[src/rtl/fetch_pkg.sv]
// Shared types and constants for the instruction fetch stage.
package fetch_pkg;

  localparam logic [31:0] FETCH_BYTES = 32'd4;

  typedef struct packed {
    logic [31:0] pc;
    logic [31:0] instr;
  } fetch_entry_t;

  typedef enum logic [1:0] {
    EMPTY = 2'd0,
    ONE   = 2'd1,
    FULL  = 2'd2
  } fetch_state_t;

endpackage

[src/rtl/fetch_buffer.sv]
// Two-entry FIFO of {pc, instr} between fetch and decode; flush empties it in one cycle.
module fetch_buffer
  import fetch_pkg::*;
(
  input  logic         clk,
  input  logic         rst_n,
  input  logic         push,
  input  logic         pop,
  input  logic         flush,
  input  fetch_entry_t wrData,
  output logic [1:0]   count,
  output logic         headValid,
  output fetch_entry_t head
);

  fetch_state_t state, stateNext;
  fetch_entry_t mem [2];
  logic         rdPtr, wrPtr;
  logic         doPush, doPop;

  assign doPush = push & ~flush;
  assign doPop  = pop & ~flush;

  always_ff @(posedge clk or negedge rst_n) begin
    if (!rst_n) state <= EMPTY;
    else        state <= stateNext;
  end

  always_comb begin
    stateNext = state;
    if (flush) stateNext = EMPTY;
    else begin
      case (state)
        EMPTY:   if (doPush) stateNext = ONE;
        ONE:     if (doPush && !doPop) stateNext = FULL;
                 else if (doPop && !doPush) stateNext = EMPTY;
        FULL:    if (doPop && !doPush) stateNext = ONE;
        default: stateNext = EMPTY;
      endcase
    end
  end

  always_ff @(posedge clk or negedge rst_n) begin
    if (!rst_n) begin
      rdPtr  <= 1'b0;
      wrPtr  <= 1'b0;
      mem[0] <= '0;
      mem[1] <= '0;
    end else if (flush) begin
      rdPtr <= 1'b0;
      wrPtr <= 1'b0;
    end else begin
      if (doPush) begin
        mem[wrPtr] <= wrData;
        wrPtr      <= ~wrPtr;
      end
      if (doPop) rdPtr <= ~rdPtr;
    end
  end

  assign count     = state;
  assign headValid = (state != EMPTY);
  // Stale entries stay in storage after a pop or flush, so mask the head when empty.
  assign head      = headValid ? mem[rdPtr] : '0;

endmodule

[src/rtl/fetch_stage.sv]
// Instruction fetch: PC register, combinational imem read, 2-entry decode buffer, branch redirect.
module fetch_stage
  import fetch_pkg::*;
#(
  parameter logic [31:0] RESET_PC = 32'h0000_0000,
  parameter int          DEPTH    = 2
) (
  input  logic        clk,
  input  logic        rst_n,
  output logic [31:0] imemAddr,
  input  logic [31:0] imemData,
  input  logic        branchValid,
  input  logic [31:0] branchTarget,
  output logic        instrValid,
  input  logic        instrReady,
  output logic [31:0] instr,
  output logic [31:0] instrPc
);

  logic [31:0]  pc;
  logic [1:0]   count;
  logic         push, pop;
  fetch_entry_t wrData, head;

  assign pop  = instrValid & instrReady;
  // A full buffer can still take the new word when decode frees the head this cycle.
  assign push = ~branchValid & ((count != 2'(DEPTH)) | pop);

  always_ff @(posedge clk or negedge rst_n) begin
    if (!rst_n)           pc <= RESET_PC;
    else if (branchValid) pc <= {branchTarget[31:2], 2'b00};
    else if (push)        pc <= pc + FETCH_BYTES;
  end

  assign imemAddr     = {2'b00, pc[31:2]};
  assign wrData.pc    = pc;
  assign wrData.instr = imemData;

  fetch_buffer uBuf (
    .clk       (clk),
    .rst_n     (rst_n),
    .push      (push),
    .pop       (pop),
    .flush     (branchValid),
    .wrData    (wrData),
    .count     (count),
    .headValid (instrValid),
    .head      (head)
  );

  assign instr   = head.instr;
  assign instrPc = head.pc;

endmodule

[config.mk]
export PLATFORM = sky130hd
export DESIGN_NAME = fetch_stage
export DESIGN_NICKNAME = d
export VERILOG_FILES = /design/src/rtl/fetch_pkg.sv /design/src/rtl/fetch_buffer.sv /design/src/rtl/fetch_stage.sv
export SDC_FILE = /design/constraint.sdc
export NUM_CORES = 1
export LEC_CHECK = 0
export CORE_AREA = 2 2 126 128
export CTS_CLUSTER_DIAMETER = 30
export DETAILED_ROUTE_END_ITERATION = 10
export DIE_AREA = 0 0 128 130
export GPL_TIMING_DRIVEN = 0
export PLACE_DENSITY = 0.78
export SLEW_MARGIN = 0
export SYNTH_ARGS = -nofsm -noshare
export SYNTH_HDL_FRONTEND = slang
export SYNTH_SLANG_ARGS = --single-unit
[constraint.sdc]
create_clock -name clk -period 4.2 [get_ports clk]
set_input_delay 0.84 -clock clk [delete_from_list [all_inputs] [get_ports clk]]
set_output_delay 0.84 -clock clk [all_outputs]
set_load 0.03 [all_outputs]
==> metrics <==
status=completed; Max Cap Violations=0; Area Growth Syn to Fin=32.1%; clock slew at reported path FFs=around 60 ps; Pre-Repair DR Iteration Count=5; Detailed Route WL=roughly 19 mm; Num CTS Buffers=17; Req. time, crit path=between 3000 and 4000 ps; Post-Syn Instances=approximately 650; sum of negative setup slack=0 ps; die width=~130 microns; #FFs+latches synth=around 160; final hold slack=between 300 and 400 ps; Mapped Area=7560 sq um; vias in the first global route=around 5900; cells resized by post-CTS repair=0; Max FO, Critical Path=10; asr flop ratio synth=between 90% and 100%; FMAX=266 MHz; Total Power=around 4.9 mW; Iteration-0 DRC Markers=396; vias after detailed routing=roughly 5800; worst vdd ir=around 0.00029 V; layout filler cell count=~1100; Area contributors post-synth=dfrtp_1 52%, mux2_2 18%, mux2i_1 8.3%; share of cells above drive strength 1=between 20% and 30%; Post-Syn Area per Cell=11.7 sq um; core area=approximately 15000 sq um; Chip Height=roughly 130 microns; Slew Limit Fails=0; CTS Hold Buffers Added=0; Final Setup Violations=0; clk_lat worst skew=420 ps; Distinct cells, synth=43; HPWL after DPL=around 13 mm; register area share after synthesis=between 50% and 60%; most common library cells after synthesis=158 x dfrtp_1, 124 x mux2_2, 84 x nor2_1; post-route ant nets=0; Yosys top cell by area=dfrtp_1; initial antenna violation count=0; DRC=0; gr ovfl total=0; clk_skew=8.34 ps; P_leak=3.95 nW; total I/O pin count=roughly 170; pwr/cell area=between 400 and 500 nW/um^2; clock root buffer=clkbuf_16; vias per cell=5.64; Post-Layout Inst Area=9990 sq um; first-pass GRT wire length=about 30 mm; critical path type=reg2out; Post-CTS Setup Repair Bufs=0; Synth top area share=about 52%; Max transition margin=8.25%; register area=between 3000 and 4000 sq um; # H-tree levels=4; final hold vios=0; RePlAce Congestion=~0.85; largest net degree at the start of global routing=between 100 and 150; fin crit period=between 3000 and 4000 ps; clk buf depth=2; Yosys warning total=0; startpoint types=flop; initial cell density of the core=49.0%; CTS tree=yes; clk sinks=~160; nets=896; die area=16600 sq um; worst slew pin tran=1370 ps; most used flip-flop cell after synthesis=dfrtp_1; Multi-input gate area=around 3400 sq um; PortBufs=between 150 and 200; standard-cell rows=46; unrepaired setup endpoints after global routing=no; number of enable flip-flop cells after synthesis=0; Tcrit/Tclk final=approximately 90%; most common cell in the netlist=dfrtp_1; crit end category=output port; worst hold path type=in2async; CP arrival=slightly below 3000 ps; n_diodes=0; drt wl/cell=18.6 microns; DP Area=around 9400 sq um; GR Util All Layers=roughly 23%
## area by class of cell
type | instances | share of cell area, %
Buffer | 46 | 1.99
Clock buffer | 23 | 4.79
Clock inverter | 7 | 0.877
Inverter | 6 | 0.225
Multi-Input combinational cell | 439 | 34.0
Sequential cell | 158 | 39.6
Tap cell | 192 | 2.41
Timing Repair Buffer | 159 | 16.1
## through the flow
stage / worst slack, ps / util (%) / instances
CTS: 419 / 64.8 / 1030
detailed placement: 439 / 61.1 / 1000
finish: 437 / 64.8 / 1030
global route: 253 / 64.8 / 1030
global placement: -3770 / 60.9 / 999
floorplan: 1730 / - / 649
## metal layers
metal / wire [microns] / vias to the layer above / GRT usage [%]
met5: 0 / - / 0
met4: 362 / 0 / 8.60
met3: 1000 / 30 / 4.35
met2: 9410 / 207 / 39.7
met1: 8380 / 2921 / 29.6
li1: - / 2650 / -
## sequential cells by signal, indices dropped and copies added, names as in the netlist
name / cells
uBuf.mem: 124
pc: 30
uBuf.count: 2
uBuf.rdPtr: 1
uBuf.wrPtr: 1
## worst max-delay path, stage by stage (launching register included)
cell and delay [ps]:
dfrtp_1 320, clkbuf_1 450, clkbuf_1 730, mux2i_1 190
nor2_1 140, clkdlybuf4s50_1 680
## cells in the final DEF, fill, tap and decap left out, types with 2 or more instances in the layout
cell type	synthesis	routed
dfrtp_1	158	158
clkdlybuf4s50_1	0	157
mux2_2	124	124
nor2_1	84	84
mux2i_1	63	63
clkbuf_1	28	31
nand2_1	27	27
clkbuf_16	0	17
o21ai_0	14	14
nand4_1	13	13
nand3_1	13	13
o31ai_1	12	12
a31oi_1	11	11
or4_1	10	10
buf_2	9	9
xnor2_1	7	7
inv_1	6	6
nor3_1	6	6
or3_1	6	6
nor4_1	6	6
buf_1	5	5
nor2b_1	5	5
xor2_1	5	5
and4_1	4	4
buf_4	4	4
conb_1	1	4
clkinv_2	0	4
nand2b_1	3	3
a21oi_1	3	3
clkbuf_8	0	3
nor4b_1	2	2
a22oi_1	2	2
bufinv_16	0	2
## power by group
group	switching (mW)	internal, mW
Combinational	0.708	0.667
Sequential	0.207	1.84
Clock	0.578	0.911
## worst paths after layout
kind                                            from                        end  slack (ps)  cells past startpoint
min in group clk            uBuf.mem[59]$_DFFE_PN0P_   uBuf.mem[59]$_DFFE_PN0P_         500                      1
min reg2reg                 uBuf.mem[59]$_DFFE_PN0P_   uBuf.mem[59]$_DFFE_PN0P_         500                      1
max reg2reg                uBuf.count[1]$_DFFE_PN0P_  uBuf.mem[108]$_DFFE_PN0P_        1350                      4
min                                            rst_n   uBuf.mem[57]$_DFFE_PN0P_         380                      1
max in group asynchronous                      rst_n   uBuf.mem[36]$_DFFE_PN0P_        2940                      2
max                           uBuf.rdPtr$_DFFE_PN0P_                instrPc[17]         440                      5
## cell families after synthesis
logic type               after synthesis  synth area share [%]
adder cells (fa/ha/maj)                1                 0.165
AND/OR/NAND/NOR                      185                  12.0
multiplexers                         187                  26.8
flip-flops                           158                  52.3
other                                  1                0.0496
XOR/XNOR                              12                  1.39
AO/OA/AOI/OAI                         50                  4.39
buffers and inverters                 52                  2.93
(Power assumes the default switching activity.)
